### config.mk
export PLATFORM = sky130hd
export DESIGN_NAME = alu_shifter_core_sync_flat
export DESIGN_NICKNAME = d
export VERILOG_FILES = /design/src/rtl/alu_shifter_core_sync_pkg.sv /design/src/rtl/alu_shifter_core_sync_if.sv /design/src/rtl/alu_shifter_core_sync_shift_mux.sv /design/src/rtl/alu_shifter_core_sync.sv /design/src/flat_wrapper.sv
export SDC_FILE = /design/constraint.sdc
export NUM_CORES = 1
export LEC_CHECK = 0
export ABC_AREA = 1
export CAP_MARGIN = 30
export CORE_MARGIN = 4
export CORE_UTILIZATION = 39
export CTS_CLUSTER_DIAMETER = 80
export DETAILED_ROUTE_END_ITERATION = 7
export GPL_TIMING_DRIVEN = 0
export PLACE_DENSITY = 0.78
export SETUP_SLACK_MARGIN = 0.15
export SLEW_MARGIN = 20
export SYNTH_ARGS = -nofsm -noshare
export SYNTH_HDL_FRONTEND = slang
export SYNTH_SLANG_ARGS = --single-unit
export TNS_END_PERCENT = 1
### constraint.sdc
create_clock -name clk -period 1.1 [get_ports clk]
set_clock_uncertainty 0.15 [all_clocks]
set_input_delay 0.22 -clock clk [delete_from_list [all_inputs] [get_ports clk]]
set_output_delay 0.22 -clock clk [all_outputs]
set_load 0.05 [all_outputs]
### src/rtl/alu_shifter_core_sync_pkg.sv
// Shared types for the ALU input-stage shifter: operand width, byte type and
// shift direction encoding.
package alu_shifter_pkg;

    localparam int ALU_W = 8;

    typedef logic [ALU_W-1:0] alu_byte_t;

    typedef enum logic {
        SHL = 1'b0,
        SHR = 1'b1
    } shift_dir_e;

endpackage : alu_shifter_pkg

### src/rtl/alu_shifter_core_sync_if.sv
// Bus bundle between the ALU bus-input latch (master) and the input-stage
// shifter (slave): operand, shift controls, output enable, result and carry.
interface alu_shifter_core_sync_if;
    import alu_shifter_pkg::*;

    alu_byte_t db;
    logic      shift_enable;
    logic      shift_right;
    logic      shift_in;
    logic      oe;
    logic      cy_out;
    alu_byte_t out;

    // Side that supplies the operand and controls and consumes the result.
    modport master (
        output db,
        output shift_enable,
        output shift_right,
        output shift_in,
        output oe,
        input  cy_out,
        input  out
    );

    // The shifter itself.
    modport slave (
        input  db,
        input  shift_enable,
        input  shift_right,
        input  shift_in,
        input  oe,
        output cy_out,
        output out
    );

endinterface : alu_shifter_core_sync_if

### src/rtl/alu_shifter_core_sync_shift_mux.sv
// Combinational single-bit shift/pass selector. Produces the next register
// value and the bit shifted out (zero when passing the operand through).
module alu_shift_mux
    import alu_shifter_pkg::*;
(
    input  alu_byte_t db,
    input  logic      shift_enable,
    input  logic      shift_right,
    input  logic      shift_in,
    output alu_byte_t nxt,
    output logic      ncy
);

    shift_dir_e dir;

    assign dir = shift_dir_e'(shift_right);

    // Select pass-through, left shift or right shift; carry is the dropped bit.
    always_comb begin
        nxt = db;
        ncy = 1'b0;
        if (shift_enable) begin
            if (dir == SHR) begin
                nxt = {shift_in, db[ALU_W-1:1]};
                ncy = db[0];
            end else begin
                nxt = {db[ALU_W-2:0], shift_in};
                ncy = db[ALU_W-1];
            end
        end
    end

endmodule : alu_shift_mux

### src/rtl/alu_shifter_core_sync.sv
// ALU input-stage shifter: registers a one-bit shifted (or passed-through)
// operand and its carry, then drives the internal ALU bus when enabled.
// Build option ALU_SHIFTER_TRISTATE_EN: when defined, a disabled output
// floats (8'hzz) for a shared tri-state bus; otherwise it drives 8'h00 so
// several sources can be OR-ed together. The carry output is unaffected.
module alu_shifter_core_sync
    import alu_shifter_pkg::*;
(
    input  logic                    clk,
    input  logic                    reset,
    alu_shifter_core_sync_if.slave  bus
);

    alu_byte_t data_q;
    alu_byte_t data_d;
    logic      cy_q;
    logic      cy_d;

    alu_shift_mux u_shift_mux (
        .db           (bus.db),
        .shift_enable (bus.shift_enable),
        .shift_right  (bus.shift_right),
        .shift_in     (bus.shift_in),
        .nxt          (data_d),
        .ncy          (cy_d)
    );

    // Capture the mux result every cycle; reset wins over any shift request.
    always_ff @(posedge clk) begin
        if (reset) begin
            data_q <= '0;
            cy_q   <= 1'b0;
        end else begin
            data_q <= data_d;
            cy_q   <= cy_d;
        end
    end

    assign bus.cy_out = cy_q;

    // Output-enable driver is combinational so oe takes effect in the same cycle.
    generate
        for (genvar gi = 0; gi < ALU_W; gi++) begin : g_out_drv
`ifdef ALU_SHIFTER_TRISTATE_EN
            assign bus.out[gi] = bus.oe ? data_q[gi] : 1'bz;
`else
            assign bus.out[gi] = bus.oe ? data_q[gi] : 1'b0;
`endif
        end
    endgenerate

endmodule : alu_shifter_core_sync

### src/flat_wrapper.sv
// flat-port wrapper written by rule: the top's interface ports become plain ports
module alu_shifter_core_sync_flat import alu_shifter_pkg::*;
  (clk, reset, bus_db, bus_shift_enable, bus_shift_right, bus_shift_in, bus_oe, bus_cy_out, bus_out);
  alu_shifter_core_sync_if bus_i ();
  input  logic clk;
  input  logic reset;
  input wire logic [$bits(bus_i.db)-1:0] bus_db;
  input wire logic [$bits(bus_i.shift_enable)-1:0] bus_shift_enable;
  input wire logic [$bits(bus_i.shift_right)-1:0] bus_shift_right;
  input wire logic [$bits(bus_i.shift_in)-1:0] bus_shift_in;
  input wire logic [$bits(bus_i.oe)-1:0] bus_oe;
  output wire logic [$bits(bus_i.cy_out)-1:0] bus_cy_out;
  output wire logic [$bits(bus_i.out)-1:0] bus_out;
  assign bus_i.db = bus_db;
  assign bus_i.shift_enable = bus_shift_enable;
  assign bus_i.shift_right = bus_shift_right;
  assign bus_i.shift_in = bus_shift_in;
  assign bus_i.oe = bus_oe;
  assign bus_cy_out = bus_i.cy_out;
  assign bus_out = bus_i.out;
  alu_shifter_core_sync u_core (.clk(clk), .reset(reset), .bus(bus_i));
endmodule
==> impl_metrics.xml <==
<?xml version="1.0" encoding="UTF-8"?>
<metrics>
  <group name="synthesis">
    <metric name="syn_inst" unit="">91</metric>
    <metric name="yosysWarnings" unit="">0</metric>
    <metric name="syn_area_per_cell" unit="um2">5.76</metric>
    <metric name="synthDistinctLibCells" unit="">13</metric>
    <metric name="flops_latches_synth" unit="">9</metric>
    <metric name="mappedNetlistNets" unit="">105</metric>
    <metric name="netlist_area_before_placement" unit="um2">524</metric>
    <metric name="seq_area_frac_synth" unit="">0.344</metric>
  </group>
  <group name="sta">
    <metric name="worst_hold_slack" unit="ns">0.126</metric>
    <metric name="report.final.setup_viol" unit="">8</metric>
    <metric name="final_hold_viol_count" unit="">0</metric>
    <metric name="slew_headroom" unit="">0.877</metric>
    <metric name="rsz_0062_raised_after_global_routing" unit="">yes</metric>
    <metric name="highest_clock_rate" unit="MHz">816</metric>
    <metric name="fin_setup_tns" unit="ns">-0.945</metric>
    <metric name="timing.final.ws_setup" unit="ns">-0.125</metric>
    <metric name="timing.final.crit_period" unit="ns">1.22</metric>
    <metric name="report.final.slew_viol_count" unit="">0</metric>
    <metric name="tightest_pin_transition" unit="ns">0.184</metric>
    <metric name="layout_worst_path_cycle_share" unit="">1.11</metric>
  </group>
  <group name="finish">
    <metric name="areaGrowthSynthToFinish" unit="%">65.2</metric>
    <metric name="finish.cell_count_without_fillers" unit="">129</metric>
    <metric name="n_antenna_cell" unit="">0</metric>
    <metric name="fin_nets" unit="">130</metric>
    <metric name="postLayoutCellArea" unit="um2">866</metric>
    <metric name="fillers" unit="">101</metric>
    <metric name="fraction_of_layout_cells_with_a_size_suffix_above_1" unit="">0.304</metric>
  </group>
  <group name="placement">
    <metric name="placed_area" unit="um2">807</metric>
    <metric name="io_buffer_count" unit="">20</metric>
    <metric name="dpl.hpwl" unit="um">867</metric>
    <metric name="post-place-cells" unit="">125</metric>
    <metric name="place.gp.congestion" unit="">0.821</metric>
  </group>
  <group name="critical_path">
    <metric name="critical_path_endpoint_category" unit="">output port</metric>
    <metric name="worstSetupStartpointType" unit="">flop</metric>
    <metric name="cpMaxStageDelayCell" unit="">sky130_fd_sc_hd__dfxtp_1</metric>
    <metric name="worst_setup_path_startpoint" unit="">u_core.data_q[1]</metric>
    <metric name="critical_path_peak_fanout" unit="">1</metric>
    <metric name="critical_path_required" unit="ns">0.73</metric>
    <metric name="worst-endpoint-arrival" unit="ns">0.85</metric>
    <metric name="crit_path_cell_trace" unit="">nand2_2 -&gt; clkinvlp_4 -&gt; buf_6</metric>
    <metric name="slowest_delay" unit="ns">0.30</metric>
    <metric name="timing_worst_setup_path_type" unit="">reg -&gt; out</metric>
  </group>
  <group name="die">
    <metric name="core_region" unit="um2">1190</metric>
    <metric name="effective_utilization_at_floorplan" unit="">0.442</metric>
    <metric name="core.rowCount" unit="">12</metric>
    <metric name="fp.dieArea" unit="um2">1990</metric>
    <metric name="die_w" unit="um">44.7</metric>
    <metric name="io-pin-count" unit="">23</metric>
    <metric name="die_height" unit="um">44.7</metric>
  </group>
  <group name="power_and_ir_drop">
    <metric name="powerDensity" unit="nW/um2">1010</metric>
    <metric name="vdd_drop_max" unit="uV">445</metric>
    <metric name="design_power_total" unit="mW">0.871</metric>
    <metric name="static-leakage-power" unit="nW">0.475</metric>
  </group>
  <group name="clock_tree">
    <metric name="clk_pin_slew_worst_paths" unit="ns">0.05</metric>
    <metric name="htreeDepth" unit="">1</metric>
    <metric name="holdBufCountCts" unit="">0</metric>
    <metric name="tritoncts.num_buffers" unit="">3</metric>
    <metric name="post-cts-setup-buffer-count" unit="">0</metric>
    <metric name="clockRootBuffer" unit="">sky130_fd_sc_hd__clkbuf_4</metric>
    <metric name="cts.sink_count" unit="">9</metric>
    <metric name="cts.path.max_buffers" unit="">2</metric>
    <metric name="tritoncts_clock_tree" unit="">built</metric>
  </group>
  <group name="detailed_routing">
    <metric name="detail_route.drc_violations" unit="">0</metric>
    <metric name="drt-wirelength-per-cell" unit="um">8.57</metric>
    <metric name="num_vias" unit="">573</metric>
    <metric name="detail_route.vias_per_cell" unit="">4.44</metric>
    <metric name="detail_route.wirelength" unit="um">1110</metric>
    <metric name="postRouteAntennaNets" unit="">0</metric>
    <metric name="drt_iter0_markers" unit="">16</metric>
    <metric name="drt_first_pass_iters" unit="">4</metric>
  </group>
  <group name="global_route">
    <metric name="via_count_of_the_first_global_routing_pass" unit="">504</metric>
    <metric name="grt_first_pass_wirelength" unit="um">1840</metric>
    <metric name="global_route.overflow_total" unit="">0</metric>
    <metric name="antenna_found_initial" unit="">0</metric>
    <metric name="global_route.usage.total" unit="">0.123</metric>
    <metric name="grt_max_degree" unit="">11</metric>
  </group>
  <group name="hold_path">
    <metric name="hold_path_startpoint" unit="">bus_db[0]</metric>
    <metric name="min-delay-path-class" unit="">in -&gt; reg</metric>
  </group>
  <group name="outcome">
    <metric name="outcome" unit="">complete, but fails checks</metric>
    <metric name="failing_checks" unit="">setup timing</metric>
  </group>
  <group name="run">
    <metric name="drv.max_cap_violation_count" unit="">0</metric>
  </group>
</metrics>
==> per-stage QoR <==
stage | util | worst slack [ns]
final | 0.730 | -0.125
after global routing | 0.730 | -0.185
after CTS | 0.715 | -0.143
after detailed placement | 0.680 | -0.565
after global placement | 0.680 | -0.555
after floorplan | - | 0.0586
==> power breakdown <==
group          internal [mW]  switching [mW]  total (mW)
Clock                  0.139          0.0981       0.237
Sequential             0.351          0.0103       0.361
Combinational          0.116           0.157       0.273
==> critical path, delay by kind of cell, from the launching register on <==
| family | cells | cell delay (ns) |
|---|---|---|
| simple gates | 1 | 0.08 |
| buf+inv | 2 | 0.23 |
| flops | 1 | 0.30 |
==> placed cells by master, fill, tap and decap left out <==
cell type	count
sky130_fd_sc_hd__nand2_1	22
sky130_fd_sc_hd__nor2_1	20
sky130_fd_sc_hd__inv_1	10
sky130_fd_sc_hd__buf_6	9
sky130_fd_sc_hd__nand2_2	8
sky130_fd_sc_hd__clkinvlp_4	8
sky130_fd_sc_hd__dlymetal6s2s_1	7
sky130_fd_sc_hd__dfxtp_1	7
sky130_fd_sc_hd__nand3_1	4
sky130_fd_sc_hd__o21ai_0	3
sky130_fd_sc_hd__clkbuf_4	3
sky130_fd_sc_hd__buf_8	2
sky130_fd_sc_hd__dlygate4sd2_1	2
sky130_fd_sc_hd__clkdlybuf4s50_1	2
sky130_fd_sc_hd__dfxtp_2	2
sky130_fd_sc_hd__clkbuf_8	1
sky130_fd_sc_hd__nand2_4	1
sky130_fd_sc_hd__buf_4	1
sky130_fd_sc_hd__a21oi_1	1
sky130_fd_sc_hd__o21ai_1	1
sky130_fd_sc_hd__clkbuf_1	1
==> layout make-up <==
| class | count | area, um2 | area share |
|---|---|---|---|
| Inverter | 18 | 97.6 | 0.113 |
| Timing Repair Buffer | 20 | 230 | 0.266 |
| Sequential cell | 9 | 183 | 0.211 |
| Clock buffer | 4 | 26.3 | 0.0303 |
| Multi-Input combinational cell | 60 | 264 | 0.305 |
| Tap cell | 14 | 17.5 | 0.0202 |
| Buffer | 4 | 47.5 | 0.0549 |
==> state kept, by name (all words and copies together), names as in the netlist <==
signal and cells:
u_core.data_q 8, u_core.bus.cy_out 1
==> path summary, 6_finish.rpt <==
path	to	slack, ns	depth (start not counted)
max	bus_out[1]	-0.12	3
min	u_core.bus.cy_out	0.13	3
==> logic make-up after synthesis <==
kind of cell,Yosys count,share of synthesized area
AO/OA/AOI/OAI,5,0.0477
AND/OR/NAND/NOR,55,0.408
buffers and inverters,22,0.200
flip-flops,9,0.344
==> cells in the mapped netlist <==
cell,n,share of area
sky130_fd_sc_hd__buf_4,1,0.014
sky130_fd_sc_hd__nand2_2,1,0.012
sky130_fd_sc_hd__inv_1,18,0.13
sky130_fd_sc_hd__nand2_1,30,0.21
sky130_fd_sc_hd__clkbuf_1,1,0.0072
sky130_fd_sc_hd__o21ai_1,1,0.0095
sky130_fd_sc_hd__dfxtp_1,9,0.34
sky130_fd_sc_hd__nand3_1,4,0.038
sky130_fd_sc_hd__buf_6,1,0.021
sky130_fd_sc_hd__o21ai_0,3,0.029
sky130_fd_sc_hd__buf_8,1,0.029
sky130_fd_sc_hd__a21oi_1,1,0.0095
sky130_fd_sc_hd__nor2_1,20,0.14
==> per-layer routing <==
metal | up-vias | track usage | wire [um]
met1 | 235 | 0.130 | 437
met4 | 0 | 0.108 | 19
met2 | 27 | 0.221 | 542
li1 | 309 | - | -
met5 | - | 0 | 0
met3 | 2 | 0 | 107
==> what timing repair did <==
action | in CTS | in global routing
resized for setup | 68 | 7
pin swaps | 0 | 1
cloned | 0 | 0
endpoints found under the setup margin | 18 | 16
Power figures use the tool's default switching activity.
